$ cat src/rtl/pipe_issue_if.sv
// Operand issuer bus: upstream valid/ready operand port, pipeline operand/result
// port and the tagged result strobe, grouped so they travel together.
interface pipe_issue_if #(
   parameter int unsigned N     = 10,
   parameter int unsigned DEPTH = 4
) ();

   localparam int unsigned LW = $clog2(DEPTH) + 1;

   logic          in_valid;
   logic          in_ready;
   logic [N-1:0]  in_A;
   logic [N-1:0]  in_B;
   logic [N-1:0]  in_C;
   logic [N-1:0]  in_D;
   logic          issue_en;
   logic [N-1:0]  A;
   logic [N-1:0]  B;
   logic [N-1:0]  C;
   logic [N-1:0]  D;
   logic          issue;
   logic [N-1:0]  F;
   logic          res_valid;
   logic [N-1:0]  res_F;
   logic [3:0]    res_tag;
   logic [LW-1:0] level;

   // Producer / pipeline side
   modport master (
      output in_valid, in_A, in_B, in_C, in_D, issue_en, F,
      input  in_ready, A, B, C, D, issue, res_valid, res_F, res_tag, level
   );

   // Issuer side
   modport slave (
      input  in_valid, in_A, in_B, in_C, in_D, issue_en, F,
      output in_ready, A, B, C, D, issue, res_valid, res_F, res_tag, level
   );

endinterface

$ cat src/rtl/pipe_issue.sv
// Operand issuer for the F = (A+B + C-D) x D pipeline. Buffers operand sets in a
// small FIFO, issues one tagged set per clock, and tracks in-flight sets with a
// delay line so each pipeline result is returned with a valid strobe and its tag.
module pipe_issue #(
   parameter int unsigned N     = 10,
   parameter int unsigned DEPTH = 4,
   parameter int unsigned LAT   = 3
) (
   input logic         clk,
   input logic         reset,
   pipe_issue_if.slave bus
);

   localparam int unsigned AW = $clog2(DEPTH);
   localparam int unsigned LW = AW + 1;

   typedef logic [4*N-1:0] set_t;

   // FIFO state
   set_t          mem_q [DEPTH];
   logic [AW-1:0] wr_ptr_q;
   logic [AW-1:0] rd_ptr_q;
   logic [LW-1:0] level_q;
   logic [LW-1:0] level_d;
   logic          in_ready_q;
   logic          push;
   logic          pop;

   // Issue stage (stage 0 of the delay line is {issue_q, tag_q})
   logic [N-1:0]  a_q;
   logic [N-1:0]  b_q;
   logic [N-1:0]  c_q;
   logic [N-1:0]  d_q;
   logic          issue_q;
   logic [3:0]    tag_q;
   logic [3:0]    seq_q;

   // Delay line stages 1..LAT, stored at indices 0..LAT-1
   logic [LAT-1:0] dl_valid_q;
   logic [3:0]     dl_tag_q [LAT];

   // Result register
   logic          res_valid_q;
   logic [N-1:0]  res_f_q;
   logic [3:0]    res_tag_q;

   // Handshake decode and post-edge occupancy
   always_comb begin
      push    = bus.in_valid && in_ready_q;
      pop     = (level_q != '0) && bus.issue_en;
      level_d = level_q;
      if (push && !pop) begin
         level_d = level_q + LW'(1);
      end else if (pop && !push) begin
         level_d = level_q - LW'(1);
      end
   end

   // FIFO storage; contents need no reset, pointers and level guard them
   always_ff @(posedge clk) begin
      if (push && !reset) begin
         mem_q[wr_ptr_q] <= {bus.in_A, bus.in_B, bus.in_C, bus.in_D};
      end
   end

   // FIFO pointers, level and registered ready (from post-edge level)
   always_ff @(posedge clk) begin
      if (reset) begin
         wr_ptr_q   <= '0;
         rd_ptr_q   <= '0;
         level_q    <= '0;
         in_ready_q <= 1'b0;
      end else begin
         if (push) begin
            wr_ptr_q <= wr_ptr_q + AW'(1);
         end
         if (pop) begin
            rd_ptr_q <= rd_ptr_q + AW'(1);
         end
         level_q    <= level_d;
         in_ready_q <= (level_d != LW'(DEPTH));
      end
   end

   // Issue: load head onto the pipeline inputs and tag it with the sequence number
   always_ff @(posedge clk) begin
      if (reset) begin
         a_q     <= '0;
         b_q     <= '0;
         c_q     <= '0;
         d_q     <= '0;
         issue_q <= 1'b0;
         tag_q   <= '0;
         seq_q   <= '0;
      end else if (pop) begin
         {a_q, b_q, c_q, d_q} <= mem_q[rd_ptr_q];
         issue_q <= 1'b1;
         tag_q   <= seq_q;
         seq_q   <= seq_q + 4'd1;
      end else begin
         issue_q <= 1'b0;
      end
   end

   // Delay line follows each issued set through the pipeline latency
   always_ff @(posedge clk) begin
      if (reset) begin
         dl_valid_q <= '0;
         for (int i = 0; i < int'(LAT); i++) begin
            dl_tag_q[i] <= '0;
         end
      end else begin
         dl_valid_q[0] <= issue_q;
         dl_tag_q[0]   <= tag_q;
         for (int i = 1; i < int'(LAT); i++) begin
            dl_valid_q[i] <= dl_valid_q[i-1];
            dl_tag_q[i]   <= dl_tag_q[i-1];
         end
      end
   end

   // Capture F when the matching set reaches the end of the delay line
   always_ff @(posedge clk) begin
      if (reset) begin
         res_valid_q <= 1'b0;
         res_f_q     <= '0;
         res_tag_q   <= '0;
      end else begin
         res_valid_q <= dl_valid_q[LAT-1];
         if (dl_valid_q[LAT-1]) begin
            res_f_q   <= bus.F;
            res_tag_q <= dl_tag_q[LAT-1];
         end
      end
   end

   assign bus.in_ready  = in_ready_q;
   assign bus.level     = level_q;
   assign bus.A         = a_q;
   assign bus.B         = b_q;
   assign bus.C         = c_q;
   assign bus.D         = d_q;
   assign bus.issue     = issue_q;
   assign bus.res_valid = res_valid_q;
   assign bus.res_F     = res_f_q;
   assign bus.res_tag   = res_tag_q;

endmodule

$ cat src/flat_wrapper.sv
// flat-port wrapper written by rule: the top's interface ports become plain ports
module pipe_issue_flat 
#(
   parameter int unsigned N     = 10,
   parameter int unsigned DEPTH = 4,
   parameter int unsigned LAT   = 3
)
  (clk, reset, bus_in_valid, bus_in_A, bus_in_B, bus_in_C, bus_in_D, bus_issue_en, bus_F, bus_in_ready, bus_A, bus_B, bus_C, bus_D, bus_issue, bus_res_valid, bus_res_F, bus_res_tag, bus_level);
  pipe_issue_if #(.N(N), .DEPTH(DEPTH)) bus_i ();
  input logic clk;
  input logic reset;
  input wire logic [$bits(bus_i.in_valid)-1:0] bus_in_valid;
  input wire logic [$bits(bus_i.in_A)-1:0] bus_in_A;
  input wire logic [$bits(bus_i.in_B)-1:0] bus_in_B;
  input wire logic [$bits(bus_i.in_C)-1:0] bus_in_C;
  input wire logic [$bits(bus_i.in_D)-1:0] bus_in_D;
  input wire logic [$bits(bus_i.issue_en)-1:0] bus_issue_en;
  input wire logic [$bits(bus_i.F)-1:0] bus_F;
  output wire logic [$bits(bus_i.in_ready)-1:0] bus_in_ready;
  output wire logic [$bits(bus_i.A)-1:0] bus_A;
  output wire logic [$bits(bus_i.B)-1:0] bus_B;
  output wire logic [$bits(bus_i.C)-1:0] bus_C;
  output wire logic [$bits(bus_i.D)-1:0] bus_D;
  output wire logic [$bits(bus_i.issue)-1:0] bus_issue;
  output wire logic [$bits(bus_i.res_valid)-1:0] bus_res_valid;
  output wire logic [$bits(bus_i.res_F)-1:0] bus_res_F;
  output wire logic [$bits(bus_i.res_tag)-1:0] bus_res_tag;
  output wire logic [$bits(bus_i.level)-1:0] bus_level;
  assign bus_i.in_valid = bus_in_valid;
  assign bus_i.in_A = bus_in_A;
  assign bus_i.in_B = bus_in_B;
  assign bus_i.in_C = bus_in_C;
  assign bus_i.in_D = bus_in_D;
  assign bus_i.issue_en = bus_issue_en;
  assign bus_i.F = bus_F;
  assign bus_in_ready = bus_i.in_ready;
  assign bus_A = bus_i.A;
  assign bus_B = bus_i.B;
  assign bus_C = bus_i.C;
  assign bus_D = bus_i.D;
  assign bus_issue = bus_i.issue;
  assign bus_res_valid = bus_i.res_valid;
  assign bus_res_F = bus_i.res_F;
  assign bus_res_tag = bus_i.res_tag;
  assign bus_level = bus_i.level;
  pipe_issue #(.N(N), .DEPTH(DEPTH), .LAT(LAT)) u_core (.clk(clk), .reset(reset), .bus(bus_i));
endmodule
$ cat config.mk
export PLATFORM = sky130hd
export DESIGN_NAME = pipe_issue_flat
export DESIGN_NICKNAME = d
export VERILOG_FILES = /design/src/rtl/pipe_issue_if.sv /design/src/rtl/pipe_issue.sv /design/src/flat_wrapper.sv
export SDC_FILE = /design/constraint.sdc
export NUM_CORES = 1
export LEC_CHECK = 0
export BUFFER_PORTS_ARGS = -buffer_cell sky130_fd_sc_hd__buf_2
export CAP_MARGIN = 20
export CORE_ASPECT_RATIO = 1.5
export CORE_MARGIN = 8
export CORE_UTILIZATION = 45
export DETAILED_ROUTE_END_ITERATION = 7
export PLACE_DENSITY_LB_ADDON = 0.1
export SYNTH_ARGS = -nofsm -noshare
export SYNTH_HDL_FRONTEND = slang
export SYNTH_SLANG_ARGS = --single-unit
$ cat constraint.sdc
create_clock -name clk -period 5.2 [get_ports clk]
set_input_delay 1.3 -clock clk [delete_from_list [all_inputs] [get_ports clk]]
set_output_delay 1.3 -clock clk [all_outputs]
set_load 0.005 [all_outputs]
* Word-level counts from Yosys, hierarchy flattened
Memories as Yosys holds them, arrays and structs flattened. A register that Yosys moved wholly into a read port is not among the register bits.
Cells that the tools add are included.
W data, S select, Z words.
** Word-level totals
- Flip-flop bits (word level) :: 31
- Memory bits (writable) :: 172
- Output and inout port bits :: 60
- Logic and storage cells :: 41
- Memories :: 2
** Memory list
- u_core.mem_q :: words 4, bits a word 40, rd ports 1, clocked after memory_dff 1, write ports 1, RTL line pipe_issue.sv:20 : set_t mem_q [DEPTH];
- u_core.dl_tag_q :: words 3, bits a word 4, rd ports 3, clocked after memory_dff 1, write ports 3, RTL line pipe_issue.sv:40 : logic [3:0] dl_tag_q [LAT];
** Cells by class
- Add/subtract/negate cells :: 5
- Eq/ne operators :: 1
- Mux-type cells :: 11
- Bitwise operators :: 3
- Reductions and logical operators :: 9
** Operator list (number)
- $mux W4 :: 3
- $mux W1 :: 6
- $mux W3 :: 2
- $logic_and A1 B1 Y1 :: 5
- $add A2 B1 Y2 const B :: 2
- $add A4 B1 Y4 const B :: 1
- $add A3 B1 Y3 const B :: 1
- $logic_not A1 Y1 :: 3
- $ne A3 B3 Y1 const B :: 1
- $or A1 B1 Y1 :: 3
- $reduce_bool A3 Y1 :: 1
- $sub A3 B1 Y3 const B :: 1

* Depth between registers and ports, before layout
- Depth after elaboration :: 6
- Gate-level depth with buffers :: 8
- Gate-level depth less buffers :: 6

* Least setup slack after synthesis
No wires, ideal clock.
- Kind :: input port to flip-flop
- Start :: in reset
- End :: mem u_core.mem_q[0][0] (netlist name), enable pin
- Setup time :: 0.495 ns
- Arrival :: 4.820 ns
- Data required time :: 4.705 ns
- Path slack :: -0.115 ns
- Stages on the path :: 4
- Path buffers :: 3
- Cell sequence :: buf_2 > buf_2 > buf_1 > nor3b_1
** Between the ends
- Cells in the longest elaborated chain, start to end :: 4
** Ends and longest elaborated chain
- start: declaration :: RTL line flat_wrapper.sv:11 : input logic reset;
- $logic_not A1 Y1 :: RTL line pipe_issue.sv:61 : if (push && !reset) begin
- $logic_and A1 B1 Y1 :: RTL line pipe_issue.sv:61
- $mux W1 :: RTL line pipe_issue.sv:61
- $mux W1 (implied by the code) :: RTL line pipe_issue.sv:62 : mem_q[wr_ptr_q] <= {bus.in_A, bus.in_B, bus.in_C, bus.in_D};
- end: declaration :: RTL line pipe_issue.sv:20
Every way passes these cells.

* Worst setup path in the final report
- Start :: in reset
- End :: mem u_core.mem_q[2][29] (netlist name), enable pin
Same word-level chain as after synthesis.

==> metrics.cfg <==
[clock_network]
cts_buffers = 23
cts_buffer_depth = 3
post_cts_buffers = 0
hold_buffers = 0
clkTransAtPathRegs_ns = 0.06
ctsResizeCount = 0
clockRootBuffer = clkbuf_16
clock_latency_ns = 0.51
cts_tree = yes
htree_levels = 1
cts_sinks = 247

[global_routing]
grt_usage_pct = 13.9
grt_max_degree = 91
grt_pass1_vias = 5171
antenna_found_initial = 0
grt_pass1_wl_mm = 27.3
grt_overflow_total = 0

[setup_path]
r2r.worst_path.cells = 7
crit_type = in2reg
crit_end = u_core.mem_q[2][29]
crit_fanout = 90
reg2reg_to = u_core.seq_q[0]
rrSetupSlack_ns = 3.18
endpoint_kind = flop
cp-start-kind = input pin
cp.required_ns = 5.32
startpoint = reset
cp.arrival_ns = 2.58
reg2reg_from = u_core.bus.level[0]

[power_and_ir_drop]
pwr-share-clk_pct = 32.4
switchingPower_uw = 1250
ir_drop_mv = 0.265
comb_power_share_pct = 16.9
power_density_nw_per_um2 = 459
internal-power_uw = 3560
total_power_uw = 4810
leakage_uw = 0.00369
seqPwrFrac_pct = 50.8
swShare_pct = 26.0

[floorplan]
num_io_pins = 114
row_count = 63
die_h_um = 189
core_um2 = 19700
dieWidth_um = 131
dieArea_um2 = 24900
start_util_pct = 45.6

[yosys]
syn_nets = 621
synth_area_leader_cell = edfxtp_1
ys_types = 41
synth_top_area_share_pct = 53.4
synthTopCellsByArea = edfxtp_1, dfxtp_1, mux4_2
synth_top_flop_cell = edfxtp_1
ys_seq_area_share_pct = 72.8
async_reset_ff_share_pct = 0
yosys_warnings = 0
yosysMostFrequentCell = edfxtp_1
netlist_instances = 559
avgSynthCellArea_um2 = 16.1
netlist_top_cells_count = edfxtp_1, nand2_1, dfxtp_1
syn_area_um2 = 8990
ys_ff_latch = 247
synth_edf_count = 160

[run_status]
outcome = completed

[finish]
drive_above_1_share_pct = 30.2
synthToLayoutAreaGrowth_pct = 16.5
nNetsFinal = 734
finalNonFillerCells = 948
utilization_pct = 53.2
diodes = 0

[placed_design]
gp_congestion = 0.718
port_buffers = 113
hpwl_mm = 10.3
pre_cts_ws_ns = 2.19
dp.cells = 906

[timing]
finalCritPeriodShare_pct = 47.3
finalMaxSlewViolations = 0
finClkSkew_ns = 0.0168
setup_ws_ns = 2.74
hold_ws_ns = 0.438
rsz0062_at_grt = false
final-setup-viol-count = 0
fmax_mhz = 407
slew_headroom_pct = 32.9
finalHoldViolCount = 0
tightest_slew_ns = 1.01
min_period_ns = 2.46

[job]
drv_cap = 0

[route]
firstDrtPassIters = 6
drt_iter0_drc = 272
drt-wirelength-per-cell_um = 18.5
routed_wl_mm = 17.5
viasPerCell = 5.07
dr_total_vias = 4807
drc = 0
final_antenna_net_count = 0

[hold_path]
min_path_type = reg2reg
worstHoldPathCells = 1

[kinds of logic (layout without fill, tap and decap cells)]
family                   count (synthesis)  in the layout  share of synthesized area [%]
multiplexers                            54             54                           11.6
AO/OA/AOI/OAI                           57             57                           3.60
buffers and inverters                   37            166                           2.68
adder cells (fa/ha/maj)                  8              8                           1.11
flip-flops                             247            247                           72.8
XOR/XNOR                                 6              6                          0.584
AND/OR/NAND/NOR                        150            150                           7.66
[critical path: stages]
cell and delay (ns):
buf_4 0.40, nor3b_2 0.27, buf_4 0.56
[layout make-up]
| class | instances | area [um2] |
|---|---|---|
| Sequential cell | 247 | 6550 |
| Clock inverter | 6 | 38.8 |
| Inverter | 5 | 18.8 |
| Timing Repair Buffer | 120 | 658 |
| Clock buffer | 35 | 661 |
| Fill cell | 1652 | 9220 |
| Tap cell | 260 | 325 |
| Multi-Input combinational cell | 275 | 2230 |
[power by group through the flow]
stage | Clock, uW | Combinational (uW) | Sequential (uW)
after floorplan | 0 | 684 | 2390
after CTS | 1600 | 821 | 2450
after detailed placement | 0 | 818 | 2490
final | 1560 | 811 | 2440
after global placement | 0 | 779 | 2500
after global routing | 1680 | 899 | 2480
[per-stage QoR]
stage	instance area, um2	setup TNS, ns
after global placement	9720	0
after floorplan	8990	-17.01
after detailed placement	9760	0
after CTS	10500	0
final	10500	0
after global routing	10500	0
[worst min-delay path by stage]
stage / from / slack (ns) / to
global route: u_core.dl_tag_q[1][3] / 0.45 / u_core.dl_tag_q[2][3]
finish: u_core.dl_tag_q[1][3] / 0.44 / u_core.dl_tag_q[2][3]
detailed placement: u_core.dl_tag_q[0][3] / 0.43 / u_core.dl_tag_q[1][3]
CTS: u_core.dl_tag_q[0][3] / 0.44 / u_core.dl_tag_q[1][3]
global placement: u_core.dl_valid_q[1] / 0.42 / u_core.dl_valid_q[2]
floorplan: u_core.dl_tag_q[0][0] / 0.41 / u_core.dl_tag_q[1][0]
[per-layer routing]
layer / routed length, um / global-route usage [%] / up-vias / part of all wire [%]
li1: - / - / 2285 / -
met1: 6850 / 15.1 / 2406 / 39
met2: 9620 / 26.4 / 99 / 55
met3: 814 / 3.10 / 17 / 4.6
met4: 243 / 3.99 / 0 / 1.4
met5: 0 / 0 / - / 0
[flip-flops by register name, indices dropped and copies added, names as in the netlist]
signal	cells
u_core.bus.A	10
u_core.bus.B	10
u_core.bus.C	10
u_core.bus.D	10
u_core.bus.in_ready	1
u_core.bus.issue	1
u_core.bus.level	3
u_core.bus.res_F	10
u_core.bus.res_tag	4
u_core.bus.res_valid	1
u_core.dl_tag_q	12
u_core.dl_valid_q	3
u_core.mem_q	160
u_core.rd_ptr_q	2
u_core.seq_q	4
u_core.tag_q	4
u_core.wr_ptr_q	2
[placed cells by master (no fill, tap or decap), types with 2 or more instances in the layout]
cell type  count
edfxtp_1     160
mux4_2        40
nor3b_2        4
xnor2_1        4
xor2_1         2
mux2i_1       14
clkinv_2       2
o21a_1         2
nand2_1       88
a21oi_1       44
clkbuf_16     23
nand3_1        4
clkbuf_1       8
nor2b_1       17
nor3_1         5
o22a_1         3
ha_1           8
o21ai_1        2
buf_12         3
nor2_1        21
buf_4          5
buf_2        112
nor4_1         2
dfxtp_1       85
clkbuf_8       4
inv_1          4
No activity file was read; power rests on OpenSTA's default activity.
